File: src/rtl/reg_writeback_queue_if.sv
// Write-back bus: execute-unit enqueue lanes, register_file write port and
// queue status. The execute side is the master, the queue is the slave.
interface reg_writeback_queue_if;
  logic [1:0]       in_valid;
  logic             in_ready;
  logic [1:0]       in_word;
  logic [1:0][2:0]  in_reg;
  logic [1:0][15:0] in_data;
  logic [7:0][15:0] registers;
  logic             we;
  logic [2:0]       write_id;
  logic [15:0]      write_data;
  logic [7:0]       pending;
  logic             empty;

  modport master (
    output in_valid, in_word, in_reg, in_data, registers,
    input  in_ready, we, write_id, write_data, pending, empty
  );

  modport slave (
    input  in_valid, in_word, in_reg, in_data, registers,
    output in_ready, we, write_id, write_data, pending, empty
  );
endinterface

File: src/rtl/reg_writeback_queue.sv
// In-order GPR write-back queue in front of register_file. Takes up to two
// word/byte writes per cycle, pops one per cycle and turns byte writes into
// full 16-bit writes by merging with the current register value, forwarding
// the write that is still on its way into register_file.
module reg_writeback_queue #(
  parameter int DEPTH = 4
) (
  input  logic             clk,
  input  logic             reset,
  reg_writeback_queue_if.slave bus
);

  localparam int PW = $clog2(DEPTH);
  localparam int CW = PW + 1;

  typedef struct packed {
    logic [2:0]  idx;
    logic        word;
    logic        high;
    logic [15:0] data;
  } entry_t;

  entry_t        r_mem [DEPTH];
  logic [PW-1:0] r_wr_ptr;
  logic [PW-1:0] r_rd_ptr;
  logic [CW-1:0] r_count;
  logic          r_we;
  logic [2:0]    r_write_id;
  logic [15:0]   r_write_data;

  logic          w_ready;
  logic          w_pop;
  logic [1:0]    w_acc;
  logic [CW-1:0] w_num_acc;
  logic [PW-1:0] w_wr_ptr1;
  entry_t        w_lane [2];
  entry_t        w_head;
  logic [15:0]   w_base;
  logic [15:0]   w_merged;
  logic [7:0]    w_pending;

  // No same-cycle credit from the pop: readiness looks only at the stored count.
  assign w_ready   = (CW'(DEPTH) - r_count) >= CW'(2);
  assign w_acc     = bus.in_valid & {2{w_ready}};
  assign w_num_acc = CW'(w_acc[0]) + CW'(w_acc[1]);
  // Lane1 lands right after lane0 when both are taken, else in lane0's slot.
  assign w_wr_ptr1 = r_wr_ptr + PW'(w_acc[0]);
  assign w_pop     = (r_count != '0);
  assign w_head    = r_mem[r_rd_ptr];

  // Map each lane's x86 register code to a word index and byte half.
  always_comb begin
    for (int l = 0; l < 2; l++) begin
      w_lane[l].idx  = bus.in_word[l] ? bus.in_reg[l] : {1'b0, bus.in_reg[l][1:0]};
      w_lane[l].word = bus.in_word[l];
      w_lane[l].high = bus.in_reg[l][2];
      w_lane[l].data = bus.in_data[l];
    end
  end

  // Merge the head entry with the newest value of its register; the write
  // presented this cycle has not reached register_file yet, so forward it.
  always_comb begin
    w_base = (r_we && (r_write_id == w_head.idx)) ? r_write_data
                                                  : bus.registers[w_head.idx];
    if (w_head.word)      w_merged = w_head.data;
    else if (w_head.high) w_merged = {w_head.data[7:0], w_base[7:0]};
    else                  w_merged = {w_base[15:8], w_head.data[7:0]};
  end

  // Pending mask: every live queue slot plus the write currently presented.
  always_comb begin
    logic [PW-1:0] v_off;
    w_pending = '0;
    for (int i = 0; i < DEPTH; i++) begin
      v_off = PW'(i) - r_rd_ptr;
      if ({1'b0, v_off} < r_count) w_pending[r_mem[i].idx] = 1'b1;
    end
    if (r_we) w_pending[r_write_id] = 1'b1;
  end

  // Queue storage; stale slots are harmless because pointers bound validity.
  always_ff @(posedge clk) begin
    if (w_acc[0]) r_mem[r_wr_ptr]  <= w_lane[0];
    if (w_acc[1]) r_mem[w_wr_ptr1] <= w_lane[1];
  end

  // Pointers, occupancy and the registered register_file write port.
  always_ff @(posedge clk) begin
    if (reset) begin
      r_wr_ptr     <= '0;
      r_rd_ptr     <= '0;
      r_count      <= '0;
      r_we         <= 1'b0;
      r_write_id   <= '0;
      r_write_data <= '0;
    end else begin
      r_wr_ptr <= r_wr_ptr + PW'(w_num_acc);
      if (w_pop) r_rd_ptr <= r_rd_ptr + PW'(1);
      r_count <= r_count + w_num_acc - CW'(w_pop);
      r_we    <= w_pop;
      if (w_pop) begin
        r_write_id   <= w_head.idx;
        r_write_data <= w_merged;
      end
    end
  end

  assign bus.in_ready   = w_ready;
  assign bus.we         = r_we;
  assign bus.write_id   = r_write_id;
  assign bus.write_data = r_write_data;
  assign bus.pending    = w_pending;
  assign bus.empty      = (r_count == '0) && !r_we;

endmodule
File: src/flat_wrapper.sv
// flat-port wrapper written by rule: the top's interface ports become plain ports
module reg_writeback_queue_flat 
#(
  parameter int DEPTH = 4
)
  (clk, reset, bus_in_valid, bus_in_word, bus_in_reg, bus_in_data, bus_registers, bus_in_ready, bus_we, bus_write_id, bus_write_data, bus_pending, bus_empty);
  reg_writeback_queue_if bus_i ();
  input  logic clk;
  input  logic reset;
  input wire logic [$bits(bus_i.in_valid)-1:0] bus_in_valid;
  input wire logic [$bits(bus_i.in_word)-1:0] bus_in_word;
  input wire logic [$bits(bus_i.in_reg)-1:0] bus_in_reg;
  input wire logic [$bits(bus_i.in_data)-1:0] bus_in_data;
  input wire logic [$bits(bus_i.registers)-1:0] bus_registers;
  output wire logic [$bits(bus_i.in_ready)-1:0] bus_in_ready;
  output wire logic [$bits(bus_i.we)-1:0] bus_we;
  output wire logic [$bits(bus_i.write_id)-1:0] bus_write_id;
  output wire logic [$bits(bus_i.write_data)-1:0] bus_write_data;
  output wire logic [$bits(bus_i.pending)-1:0] bus_pending;
  output wire logic [$bits(bus_i.empty)-1:0] bus_empty;
  assign bus_i.in_valid = bus_in_valid;
  assign bus_i.in_word = bus_in_word;
  assign bus_i.in_reg = bus_in_reg;
  assign bus_i.in_data = bus_in_data;
  assign bus_i.registers = bus_registers;
  assign bus_in_ready = bus_i.in_ready;
  assign bus_we = bus_i.we;
  assign bus_write_id = bus_i.write_id;
  assign bus_write_data = bus_i.write_data;
  assign bus_pending = bus_i.pending;
  assign bus_empty = bus_i.empty;
  reg_writeback_queue #(.DEPTH(DEPTH)) u_core (.clk(clk), .reset(reset), .bus(bus_i));
endmodule
File: config.mk
export PLATFORM = sky130hd
export DESIGN_NAME = reg_writeback_queue_flat
export DESIGN_NICKNAME = d
export VERILOG_FILES = /design/src/rtl/reg_writeback_queue_if.sv /design/src/rtl/reg_writeback_queue.sv /design/src/flat_wrapper.sv
export SDC_FILE = /design/constraint.sdc
export NUM_CORES = 1
export LEC_CHECK = 0
export BUFFER_PORTS_ARGS = -buffer_cell sky130_fd_sc_hd__buf_2
export CORE_ASPECT_RATIO = 1.75
export CORE_MARGIN = 2
export CORE_UTILIZATION = 48
export CTS_CLUSTER_DIAMETER = 60
export DETAILED_ROUTE_END_ITERATION = 6
export GPL_ROUTABILITY_DRIVEN = 0
export GPL_TIMING_DRIVEN = 0
export PLACE_DENSITY = 0.89
export SYNTH_ARGS = -nofsm -noshare
export SYNTH_HDL_FRONTEND = slang
export SYNTH_SLANG_ARGS = --single-unit
File: constraint.sdc
create_clock -name clk -period 3.5 [get_ports clk]
set_input_delay 0.875 -clock clk [delete_from_list [all_inputs] [get_ports clk]]
set_output_delay 0.875 -clock clk [all_outputs]
set_load 0.02 [all_outputs]
* After elaboration in Yosys (flattened, before gate mapping)
Memory sizes are Yosys's and may differ from the RTL's. A register that Yosys moved wholly into a read port is not among the register bits.
Index checks and enable logic that the tools add are counted.
** Storage, ports and cells
- Bits in registers :: 27
- Memory bits (writable) :: 84
- Input bits :: 172
- Output and inout bits :: 30
- Logic and storage cells :: 83
- Memories :: 1
** Operators by class
- Add/sub/neg operators :: 11
- Order comparisons :: 16
- Eq/ne operators :: 3
- Muxes and demuxes :: 28
- Bitwise logic cells :: 5
- Reduce and logical (&&, ||, !) cells :: 12
** Memory list
- u_core.r_mem :: depth 4, width 21, rd ports 5, clocked after Yosys merged registers in 1, wr ports 2, line reg_writeback_queue.sv:23 : entry_t r_mem [DEPTH];
** Operators by type and width (count)
- $mux 16 :: 4
- $bmux 16 s3 :: 1
- $mux 8 :: 5
- $or 8x8->8 :: 4
- $lt 3x4->1 const B :: 6
- $demux 1 s3 :: 5
- $ge 3x1->1 const B :: 5
- $lt 2x3->1 :: 4
- $mux 1 :: 9
- $logic_and 1x1->1 :: 7
- $mux 3 :: 2
- $mux 2 :: 2
- $reduce_and 2->1 :: 2
- $sub 1x2->2 const A :: 2
- $sub 2x2->2 const A :: 2
- $add 3x3->3 :: 1
- $eq 3x3->1 :: 1
- $ge 3x2->1 const B :: 1
- $logic_not 3->1 :: 1
- $ne 3x1->1 const B :: 1
- $ne 3x2->1 const B :: 1
- $reduce_bool 3->1 :: 1
- $sub 3x1->3 :: 1
- $sub 3x3->3 const A :: 1
- 6 further kinds :: 6

* Longest topological paths before layout
An unclocked memory read counts as a cell.
- Depth in word-level cells :: 14
- Gate-level depth with buffers :: 13
- Gate-level depth less buffers :: 13

* Worst setup path after synthesis
No wires, ideal clock.
- Kind :: register -> register
- Start :: register u_core.r_count[0]
- End :: memory u_core.r_mem[0][0] in the netlist's numbering (enable)
- Setup time :: 0.433 ns
- Arrival :: 3.077 ns
- Data required time :: 3.067 ns
- Setup slack :: -0.011 ns
- Stages on the path, launching flop included :: 11
- Path buffers :: 0
- Clock period less this slack :: 3.511 ns
- Path through :: dfxtp_1 inv_1 ha_1 ha_1 or3b_1 nand2_1 inv_1 ha_1 xnor2_1 nand2_1 o32ai_1
** RTL lines
- start, declared :: line reg_writeback_queue.sv:26 : logic [CW-1:0] r_count;
- start signal, assigned :: line reg_writeback_queue.sv:100 : r_count <= r_count + w_num_acc - CW'(w_pop);
- end, declared :: line reg_writeback_queue.sv:23

* Worst setup path in the final report
- Start :: register u_core.r_rd_ptr[1]
- End :: output bus_pending[2]
** Between the ends
- Cells in the longest elaborated chain, start to end :: 11
- Elaborated cells between the ends (all ways) :: 17
- Those cells by class :: add/sub: 4; order compare: 4; mux: 5; bitwise: 4
** RTL lines
- start, declared :: line reg_writeback_queue.sv:25 : logic [PW-1:0] r_rd_ptr;
- start signal, assigned :: line reg_writeback_queue.sv:99 : if (w_pop) r_rd_ptr <= r_rd_ptr + PW'(1);
- $sub 1x2->2 :: line reg_writeback_queue.sv:76 : v_off = PW'(i) - r_rd_ptr;
- $lt 2x3->1 :: line reg_writeback_queue.sv:77 : if ({1'b0, v_off} < r_count) w_pending[r_mem[i].idx] = 1'b1;
- $mux 8 :: line reg_writeback_queue.sv:77
- $or 8x8->8 (no line)
- $mux 8 :: line reg_writeback_queue.sv:77
- $or 8x8->8 (no line)
- $mux 8 :: line reg_writeback_queue.sv:77
- $or 8x8->8 (no line)
- $mux 8 (*) :: line reg_writeback_queue.sv:77
- $or 8x8->8 (no line)
- $mux 8 (*) :: line reg_writeback_queue.sv:79 : if (r_we) w_pending[r_write_id] = 1'b1;
- end, declared :: line flat_wrapper.sv:19 : output wire logic [$bits(bus_i.pending)-1:0] bus_pending;
Every way passes the cells marked *; elsewhere a longest branch is shown, timed or not.

==> impl_metrics.toml <==
[yosys]
synthXorXnorAreaFrac_pct = 1.325
synthesis.instances = 594
synth_adder_area_share_pct = 2.512
synth_most_common_cell = "edfxtp_1"
yosysWarningCount = 0
async_reset_ff_share_pct = 0
yosys.area_share.simple_pct = 7.672
synthTopCellsByCount = "edfxtp_1, mux2i_1, mux2_2, mux2_1, dfxtp_1"
synth_top_area_share_pct = 34.68
mappedNetlistNets = 780
ys_top_cells_by_area = "edfxtp_1, mux2i_1, dfxtp_1"
netlist_area_um2 = 7273
yosys_most_used_dff = "edfxtp_1"
synth_top_cell_by_area = "edfxtp_1"
syn_area_per_cell_um2 = 12.24
synth_cell_types = 56
synth_compound_area_share_pct = 10.89
synth-edff-count = 84
synth_mux_area_share_pct = 29.86
synth_top_family_by_area = "multiplexers"
ys_seq_elements = 113
ys_seq_area_share_pct = 42.66

[critical_path]
r2r_cells = 11
endpoint_kind = "output port"
cp-start-kind = "register"
worst-path-max-fanout = 4
crit_arrival_ns = 2.54
required_ns = 2.62
crit_type = "reg -> out"

[power_and_ir_drop]
pwr-share-seq_pct = 23.8
p_leak_nw = 3.812
internal-power_mw = 5.641
p_sw_mw = 4.276
sw_frac_of_total_pct = 43.12
powerDensity_nw_per_um2 = 1076
combPwrFrac_pct = 59.6
vdd_drop_max_uv = 417.0
clkPwrFrac_pct = 16.6

[sta]
hold_viol_final = 0
period_share_pct = 97.56
clock_skew_ns = 0.007490
rsz0062_at_grt = "true"
drv_slew = 0
fmaxAchievable_ghz = 0.2929
holdWs_ns = 0.4592
tightest_slew_ns = 0.7454
slew_headroom_pct = 50.30
timing.final.crit_period_ns = 3.415
setup_viol = 0

[floorplanning]
io_pins = 202
design.core.area_um2 = 14840
die_h_um = 166.8
chipWidth_um = 97.05
core.rowCount = 59
start_util_pct = 49.02
die_area_um2 = 16190

[layout]
area_growth_pct = 26.68
design_area_um2 = 9214
layout.nets = 1001
drive_gt1_share_pct = 41.18
fill_cells = 1126

[clock_network]
cts_inserted_buffers = 17
max-clock-path-buffers = 2
hold_buffers = 0
clk_latency_ns = 0.41
cts_sinks = 113
htreeDepth = 4
cts-root-buf = "clkbuf_16"
postCtsSetupBuffers = 0
path_clk_slew_ns = 0.05
cts_tree = "yes"
cts-resized-gates = 7

[global_route]
first_global_vias = 6327
track_usage_pct = 25.68
overflow = 0
grt_max_degree = 22
antenna_found_initial = 1
grt_pass1_wl_um = 32780

[detailed_routing]
via_per_inst = 5.866
drt-initial-drc-count = 283
wirelength_um = 21230
first_pass_iters = 5
num_vias = 5936
antenna_left = 0
wire_per_inst_um = 20.98
drc = 0

[worst_hold_path]
worstHoldPathCells = 2
hold_class = "reg -> reg"

[place]
io_buffers = 200
place_hpwl_um = 15950
dpl_cell_area_um2 = 8558

[flow_run]
drv_cap = 0

[outcome]
status = "complete, no violations"
## worst max-delay path: stages, from the launching register on
cell	delay, ns
dfxtp_1	0.36
xnor2_1	0.26
inv_1	0.07
ha_1	0.27
a21oi_1	0.10
o21bai_2	0.27
o32ai_1	0.16
or4_1	0.44
buf_2	0.18
## routing by layer
layer / vias to the layer above / track usage (%) / share of wire [%]
met5: - / 0 / 0
met2: 291 / 48.16 / 55
li1: 2755 / - / -
met4: 0 / 13.23 / 4.4
met1: 2828 / 26.09 / 35
met3: 62 / 5.875 / 6.3
## registers in the layout, indices dropped and copies added, names as in the netlist, named ones only
register	cells
u_core.r_count	3
u_core.bus.write_id	3
u_core.bus.write_data	16
u_core.bus.we	1
u_core.r_wr_ptr	2
u_core.r_rd_ptr	2
u_core.r_mem	84
## area by class of cell
type                       count  area, µm²  area share [%]
timing repair buffer         202       1031           11.19
multi-input combinational    409       3889           42.21
antenna                        1      2.502         0.02716
tap                          183      229.0           2.485
clock buffer                  17      425.4           4.617
buffer                        44      284.0           3.083
sequential                   113       3103           33.68
inverter                      28      105.1           1.141
clock inverter                15      145.1           1.575
## path summary, 6_finish.rpt
| kind | from | to | slack, ns |
|---|---|---|---|
| hold reg to reg | u_core.bus.write_data[8] | u_core.bus.write_data[8] | 0.46 |
| setup / recovery | u_core.r_rd_ptr[1] | bus_pending[2] | 0.09 |
| hold / removal | u_core.bus.write_data[8] | u_core.bus.write_data[8] | 0.46 |
| setup reg to reg | u_core.r_count[1] | u_core.r_mem[3][14] | 0.15 |
## power by group through the flow
| stage | registers [mW] | logic (mW) | clock network [mW] |
|---|---|---|---|
| final | 2.36 | 5.91 | 1.65 |
| after global routing | 2.40 | 6.30 | 1.71 |
| after CTS | 2.34 | 5.80 | 1.65 |
| after detailed placement | 2.37 | 5.73 | 0 |
| after global placement | 2.33 | 5.51 | 0 |
| after floorplan | 2.38 | 4.08 | 0 |
## cell families after synthesis
family,count (synthesis)
multiplexers,178
flip-flops,113
AND/OR/NAND/NOR,104
AO/OA/AOI/OAI,102
buffers and inverters,72
adder cells (fa/ha/maj),14
XOR/XNOR,11
## stage by stage
| stage | total power [mW] | TNS, ns | worst slack [ns] | instances | util (%) |
|---|---|---|---|---|---|
| 4_1_cts | 9.788 | 0 | 0.01063 | 1011 | 61.66 |
| 3_3_place_gp | 7.843 | -27.19 | -0.7596 | 977 | 57.36 |
| 5_1_grt | 10.41 | 0 | 0.003944 | 1012 | 62.10 |
| 2_1_floorplan | 6.462 | -0.1903 | -0.009061 | 594 | - |
| 3_5_place_dp | 8.092 | -18.02 | -0.3739 | 979 | 57.68 |
| 6_report | 9.917 | 0 | 0.08549 | 1012 | 62.10 |
## cell usage in the layout, fill, tap and decap left out, types with 8 or more instances in the layout
cell / Yosys / routed
a221oi_2: 8 / 8
a22o_1: 8 / 8
buf_2: 15 / 213
clkbuf_1: 13 / 13
clkbuf_16: 0 / 17
dfxtp_1: 29 / 29
edfxtp_1: 84 / 84
ha_1: 13 / 12
inv_1: 28 / 28
mux2_1: 38 / 38
mux2_2: 43 / 43
mux2i_1: 76 / 76
mux4_2: 14 / 14
nand2_1: 25 / 22
nand3_1: 8 / 8
nor2_1: 20 / 18
nor3_1: 10 / 10
nor3b_1: 10 / 10
o21ai_0: 15 / 14
o22ai_1: 12 / 11
o32ai_1: 17 / 16
xnor2_1: 8 / 8
Power figures use the tool's default switching activity.
